$ cat src/rtl/apb_mst_bridge.sv
// APB4 requester: turns a valid/ready command into SETUP/ACCESS transfers and
// returns a one-cycle response pulse, aborting if the slave stalls too long.
module apb_mst_bridge #(
    parameter int DATA_SIZE = 32,
    parameter int ADDR_SIZE = 5,
    parameter int TIMEOUT   = 16
) (
    input  logic                   PCLK,
    input  logic                   PRESETn,
    input  logic                   cmd_valid,
    output logic                   cmd_ready,
    input  logic                   cmd_write,
    input  logic [ADDR_SIZE-1:0]   cmd_addr,
    input  logic [DATA_SIZE-1:0]   cmd_wdata,
    input  logic [DATA_SIZE/8-1:0] cmd_strb,
    output logic                   rsp_valid,
    output logic [DATA_SIZE-1:0]   rsp_rdata,
    output logic                   rsp_err,
    output logic [ADDR_SIZE-1:0]   PADDR,
    output logic                   PSEL,
    output logic                   PENABLE,
    output logic                   PWRITE,
    output logic [DATA_SIZE-1:0]   PWDATA,
    output logic [DATA_SIZE/8-1:0] PSTRB,
    input  logic                   PREADY,
    input  logic [DATA_SIZE-1:0]   PRDATA,
    input  logic                   PSLVERR
);
    localparam int CW = (TIMEOUT > 0) ? $clog2(TIMEOUT + 1) : 1;
    localparam logic [CW-1:0] WLAST = CW'((TIMEOUT > 0) ? TIMEOUT - 1 : 0);

    typedef enum logic [1:0] {IDLE, SETUP, ACCESS} state_t;

    state_t        state;
    logic [CW-1:0] wcnt;
    logic          accept;
    logic          timeout_hit;

    // Ready in ACCESS follows PREADY so a new command can chain onto the completing edge.
    assign cmd_ready   = (state == IDLE) || ((state == ACCESS) && PREADY);
    assign accept      = cmd_valid && cmd_ready;
    assign timeout_hit = (TIMEOUT > 0) && (wcnt == WLAST);

    always_ff @(posedge PCLK or negedge PRESETn) begin
        if (!PRESETn) begin
            state     <= IDLE;
            wcnt      <= '0;
            PSEL      <= 1'b0;
            PENABLE   <= 1'b0;
            PWRITE    <= 1'b0;
            PADDR     <= '0;
            PWDATA    <= '0;
            PSTRB     <= '0;
            rsp_valid <= 1'b0;
            rsp_rdata <= '0;
            rsp_err   <= 1'b0;
        end else begin
            rsp_valid <= 1'b0;
            // Acceptance only happens in IDLE or on a completing ACCESS edge.
            if (accept) begin
                PADDR  <= cmd_addr;
                PWRITE <= cmd_write;
                PWDATA <= cmd_wdata;
                PSTRB  <= cmd_write ? cmd_strb : '0;
            end
            case (state)
                IDLE: begin
                    if (accept) begin
                        state <= SETUP;
                        PSEL  <= 1'b1;
                    end
                end
                SETUP: begin
                    state   <= ACCESS;
                    PENABLE <= 1'b1;
                    wcnt    <= '0;
                end
                ACCESS: begin
                    if (PREADY) begin
                        rsp_valid <= 1'b1;
                        rsp_err   <= PSLVERR;
                        rsp_rdata <= PWRITE ? '0 : PRDATA;
                        PENABLE   <= 1'b0;
                        if (accept) begin
                            state <= SETUP;
                        end else begin
                            state <= IDLE;
                            PSEL  <= 1'b0;
                        end
                    end else if (timeout_hit) begin
                        state     <= IDLE;
                        PSEL      <= 1'b0;
                        PENABLE   <= 1'b0;
                        rsp_valid <= 1'b1;
                        rsp_err   <= 1'b1;
                        rsp_rdata <= '0;
                    end else begin
                        wcnt <= wcnt + CW'(1);
                    end
                end
                default: state <= IDLE;
            endcase
        end
    end
endmodule

$ cat config.mk
export PLATFORM = sky130hd
export DESIGN_NAME = apb_mst_bridge
export DESIGN_NICKNAME = d
export VERILOG_FILES = /design/src/rtl/apb_mst_bridge.sv
export SDC_FILE = /design/constraint.sdc
export NUM_CORES = 1
export LEC_CHECK = 0
export ABC_AREA = 1
export CAP_MARGIN = 25
export CELL_PAD_IN_SITES_DETAIL_PLACEMENT = 1
export CELL_PAD_IN_SITES_GLOBAL_PLACEMENT = 1
export CORE_MARGIN = 1.5
export CORE_UTILIZATION = 30
export CTS_CLUSTER_DIAMETER = 200
export DETAILED_ROUTE_END_ITERATION = 8
export PLACE_DENSITY = 0.82
export SLEW_MARGIN = 20
export SYNTH_ARGS = -nofsm -noshare
export SYNTH_HDL_FRONTEND = slang
export SYNTH_SLANG_ARGS = --single-unit
export TNS_END_PERCENT = 100
$ cat constraint.sdc
create_clock -name PCLK -period 1.75 [get_ports PCLK]
set_input_delay 0.175 -clock PCLK [delete_from_list [all_inputs] [get_ports PCLK]]
set_output_delay 0.175 -clock PCLK [all_outputs]
set_load 0.02 [all_outputs]
==> results of run 1 <==
cell usage after synthesis (all sizes together) (2+ instances only):
cell type / number
o21ai: 13
inv: 13
clkbuf: 3
dfrtp: 85
nand3: 39
nor2: 3
nand4: 2
nand2: 206
buf: 15
ha: 6
cell type report:
type	instances	area [um^2]
clock inverters	4	56.3
clock buffers	12	256
inverters	13	51.3
fillers	1337	5670
well taps	143	179
multi-input cells	272	1200
repair buffers	174	1780
flip-flops and latches	85	2130
flip-flops by register name, summed over array words and instances, names as in the netlist, 2 cells and up:
register / count
PADDR: 5
PSTRB: 4
PWDATA: 32
rsp_rdata: 32
state: 2
wcnt: 5
logic make-up (layout without fill, tap and decap cells):
| family | count (synthesis) | in the layout | synth area share, % |
|---|---|---|---|
| AOI/OAI and AO/OA | 15 | 15 | 2.32 |
| adders and majority gates | 6 | 6 | 2.17 |
| buffers and inverters | 31 | 203 | 4.34 |
| DFF | 85 | 85 | 61.5 |
| and+or+nand+nor | 251 | 251 | 29.6 |
worst max-delay path, stage by stage, from the launching register on:
cell and delay (ns):
dfrtp_1 0.41, inv_1 0.12, ha_2 0.23, nand2_4 0.08, nand2_4 0.08, clkdlybuf4s15_2 0.25
metrics by stage:
step | hold slack, ns | total power, mW | cell area (um^2) | setup WS, ns | std cells
2_1_floorplan | -0.121 | 5.80 | 3460 | 0.219 | 388
3_3_place_gp | 0.129 | 8.18 | 5240 | 0.0875 | 680
3_5_place_dp | 0.134 | 8.37 | 5240 | 0.0357 | 680
4_1_cts | 0.316 | 10.4 | 5560 | 0.0208 | 697
5_1_grt | 0.367 | 11.1 | 5650 | -0.0290 | 703
6_report | 0.315 | 10.4 | 5650 | 0.0749 | 703
power groups by stage:
stage / sequential, mW / clock, mW / combinational, mW
floorplan: 4.36 / 0 / 1.44
global placement: 3.33 / 0 / 4.85
detailed placement: 3.38 / 0 / 4.99
CTS: 3.37 / 2.01 / 5.01
global route: 3.47 / 2.09 / 5.50
finish: 3.35 / 1.96 / 5.07
routing by layer:
metal	share of wire, %	vias up
li1	-	1543
met3	8.7	10
met1	41	1575
met2	49	117
met5	0	-
met4	1.2	0
repair_timing:
item / in CTS / in global routing
resized for setup: 3 / 11
cloned: 0 / 2
buffers inserted: 0 / 4
endpoints found under the setup margin: 1 / 39
hold buffers: 1 / 0
hold endpoints to repair: 27 / 0
cells in the final DEF (no fill, tap or decap), drive strengths merged:
| master | n |
|---|---|
| nand2 | 206 |
| clkdlybuf4s50 | 155 |
| dfrtp | 85 |
| nand3 | 39 |
| buf | 16 |
| o21ai | 13 |
| inv | 13 |
| clkbuf | 13 |
| ha | 6 |
| clkinv | 3 |
| nor2 | 3 |
| nand4 | 2 |
| or2 | 1 |
| o22ai | 1 |
| o22a | 1 |
| bufinv | 1 |
| dlygate4sd3 | 1 |
| clkdlybuf4s15 | 1 |
final timing paths:
path,slack [ns],cells after the start,end
worst min-delay path,0.32,2,rsp_rdata[5]
worst max register to register,0.10,10,rsp_rdata[4]
min in group PCLK,0.37,3,PADDR[1]
max in group asynchronous,0.90,3,PWDATA[29]
worst min register to register,0.47,2,rsp_rdata[5]
worst max-delay path,0.07,5,cmd_ready
==> impl_metrics.tcl, run 1 <==
set metrics [dict create \
    gp_congestion 0.767 \
    antenna_found_initial 0 \
    critPathMaxFanout 4 \
    busiest_layer "met2" \
    worstPathRequired_ns 1.57 \
    vias 3245 \
    finalCritPeriodShare_pct 95.7 \
    power.switching_mw 4.05 \
    synth_top_cell_by_area "dfrtp_1" \
    internal-power_mw 6.33 \
    synth-edff-count 0 \
    drtAntennaViolNets 0 \
    rsz0062_at_grt "true" \
    cts_buffer_depth 2 \
    grtUsageTotal_pct 17.4 \
    synth_cell_type_count 18 \
    reg2reg_from "wcnt[0]" \
    end_kind "output pin" \
    htree_levels 3 \
    syn-cell-area_mm2 0.00346 \
    nets 640 \
    synthArstFlopShare_pct 100 \
    grt_pass1_wl_mm 16.2 \
    die_x_um 110 \
    pwr-share-comb_pct 48.8 \
    ys_seq_area_share_pct 61.5 \
    use_met1_pct 21.2 \
    slew_viol_final 0 \
    fmax_mhz 597 \
    netlist.area_leader.share_pct 61.5 \
    drt_iter0_markers 171 \
    drive_gt1_share_pct 8.57 \
    globalRouteOverflowTotal 0 \
    first_global_vias 3357 \
    clk-insertion-delay-late_ns 0.33 \
    cts_buffers 9 \
    totalWireLength_mm 10.9 \
    drc 0 \
    cts_root_buffer "clkbuf_16" \
    startpoint "state[0]" \
    path_clk_slew_ns 0.06 \
    max_cap_violations 0 \
    period_needed_ns 1.68 \
    pwr-share-seq_pct 32.3 \
    ys_ff_latch 85 \
    worstSetupStartpointType "register" \
    cts.sinks 85 \
    routedWlPerCell_um 15.5 \
    status "completed" \
    slew_headroom_pct 72.6 \
    critPathKind "register to output pin" \
    grt_util_met2_pct 28.7 \
    arrival_ns 1.50 \
    pwr-share-clk_pct 18.9 \
    fin_util_pct 49.9 \
    cts_tree "done" \
    synth_area_leaders "dfrtp_1 62%, nand2_1 22%, nand3_1 5.6%, ha_1 2.2%, o21ai_0 1.9%" \
    die-area_mm2 0.0122 \
    swShare_pct 39.0 \
    grt_max_degree 46 \
    portBuffers 157 \
    powerDensity_mw_per_mm2 1840 \
    synthCells 388 \
    initial_core_util_pct 30.5 \
    rows 39 \
    tns_ns 0 \
    fp.coreArea_mm2 0.0113 \
    power.leakage_nw 2.75 \
    met3_usage_pct 5.64 \
    tightest_slew_ns 0.411 \
    hold_class "input port to asynchronous set/reset pin" \
    io_pins 158 \
    finalSetupViolations 0 \
    syn2layout_area_growth_pct 63.5 \
    hpwl_mm 7.74 \
    diodes 0 \
    vias_per_cell 4.62 \
    finalClockSkew_ns 0.00567 \
    dieHeight_um 110 \
    ys_warn_count 0 \
    synth-main-ff-cell "dfrtp_1" \
    syn_nets 473 \
    hold_violations 0 \
    syn_avg_cell_area_um2 8.91 \
    first_pass_iters 4 \
    peakVddDrop_mv 0.721 \
]
Note: power is estimated with default switching activity, not from simulation.
==> inputs of run 2 (changes only) <==
CORE_ASPECT_RATIO = 0.5   (was default)
==> impl_metrics.tcl, run 2 (synthesis results as in run 1) <==
set metrics [dict create \
    status "completed" \
    hpwl_mm 7.83 \
    fin_area_mm2 0.00557 \
    cts.sinks 85 \
    cts_root_buffer "clkbuf_16" \
    die-area_mm2 0.0122 \
    slew_headroom_pct 70.9 \
    slew_viol_final 0 \
    drt_iter0_markers 139 \
    stdcell_count 702 \
    path_clk_slew_ns 0.06 \
    fin_hold_ws_ns 0.328 \
    grt_max_degree 34 \
    total_power_mw 10.2 \
    gp_congestion 0.717 \
    placedCellCount 684 \
    clk-insertion-delay-late_ns 0.33 \
    worstPathRequired_ns 2.02 \
    drive_gt1_share_pct 7.36 \
    end_kind "register" \
    critPathMaxFanout 23 \
    reg_top3 "PWDATA x32, rsp_rdata x32" \
    hold_class "input port to asynchronous set/reset pin" \
    fin_util_pct 50.1 \
    tightest_slew_ns 0.437 \
    finalSetupViolations 0 \
    dieHeight_um 78.9 \
    htree_levels 3 \
    grtUsageTotal_pct 18.5 \
    cts_tree "done" \
    totalWireLength_mm 10.6 \
    tns_ns 0 \
    vias 3196 \
    hold_violations 0 \
    setup_ws_ns 0.139 \
    grt_pass1_wl_mm 17.6 \
    syn2layout_area_growth_pct 61.1 \
    rows 27 \
    critPathKind "register to register" \
    cts_buffers 9 \
    routedWlPerCell_um 15.2 \
    drc 0 \
    power.leakage_nw 2.70 \
    antenna_found_initial 0 \
    nets 637 \
    place_area_mm2 0.00525 \
    initial_core_util_pct 31.1 \
    globalRouteOverflowTotal 0 \
    finalCritPeriodShare_pct 92.1 \
    r2r_cells 10 \
    final_common_cell "nand2_1" \
    io_pins 158 \
    r2r_end "rsp_rdata[0]" \
    place_ws_ns 0.0429 \
    worstSetupStartpointType "register" \
    peakVddDrop_mv 0.705 \
    cts_buffer_depth 2 \
    arrival_ns 1.88 \
    fp.coreArea_mm2 0.0111 \
    ff2ff_setup_slack_ns 0.14 \
    period_needed_ns 1.61 \
    portBuffers 157 \
    drtAntennaViolNets 0 \
    powerDensity_mw_per_mm2 1840 \
    die_x_um 155 \
    fmax_mhz 621 \
    max_cap_violations 0 \
    first_global_vias 3497 \
    vias_per_cell 4.55 \
    first_pass_iters 4 \
    reg2reg_from "wcnt[0]" \
    rsz0062_at_grt "false" \
    finalClockSkew_ns 0.00481 \
    diodes 0 \
    most-common-layout-cells "201 x nand2_1, 155 x clkdlybuf4s50_1, 85 x dfrtp_1" \
]
run 2: report_power, final:
part           switching, mW  total [mW]  internal [mW]  leakage [nW]
Combinational           2.76        4.97           2.21          1.49
Sequential             0.503        3.35           2.85          1.08
Clock                  0.807        1.91           1.11         0.130
run 2: layout make-up:
class                           instances  area, um^2
Clock inverter                          7        76.3
Clock buffer                            9         225
Timing Repair Buffer                  171        1720
Tap cell                              145         181
Sequential cell                        85        2130
Multi-Input combinational cell        272        1190
Inverter                               13        48.8
Fill cell                            1272        5550
run 2: how the worst max path moves through the flow:
stage	from	to	slack (ns)	cells past startpoint
finish	wcnt[0]	rsp_rdata[0]	0.14	10
global route	wcnt[0]	state[0]	0.004	9
CTS	wcnt[0]	wcnt[2]	0.02	10
detailed placement	wcnt[0]	wcnt[2]	0.04	10
global placement	PREADY	cmd_ready	0.05	4
floorplan	state[0]	PWDATA[10]	0.22	11
run 2: routing by layer:
metal  global-route usage, %  up-vias  part of all wire (%)
li1                        -     1535                     -
met1                    20.3     1576                    40
met2                    34.8       71                    53
met3                    5.35       14                   4.8
met4                    5.77        0                   1.9
met5                       0        -                     0
run 2: critical path: stages (launching register included):
cell	delay [ns]
dfrtp_1	0.42
ha_1	0.22
nand2_1	0.09
nor2_1	0.05
ha_1	0.19
nand2_1	0.08
nand2_2	0.08
inv_2	0.10
buf_12	0.17
nand2_1	0.07
nand2_1	0.07
run 2: repair_timing:
action / 4_1_cts / 5_1_grt
hold endpoints to repair: 28 / 0
gates resized for setup: 3 / 6
endpoints found under the setup margin: 1 / 38
buffers inserted: 0 / 1
hold buffers: 1 / 0
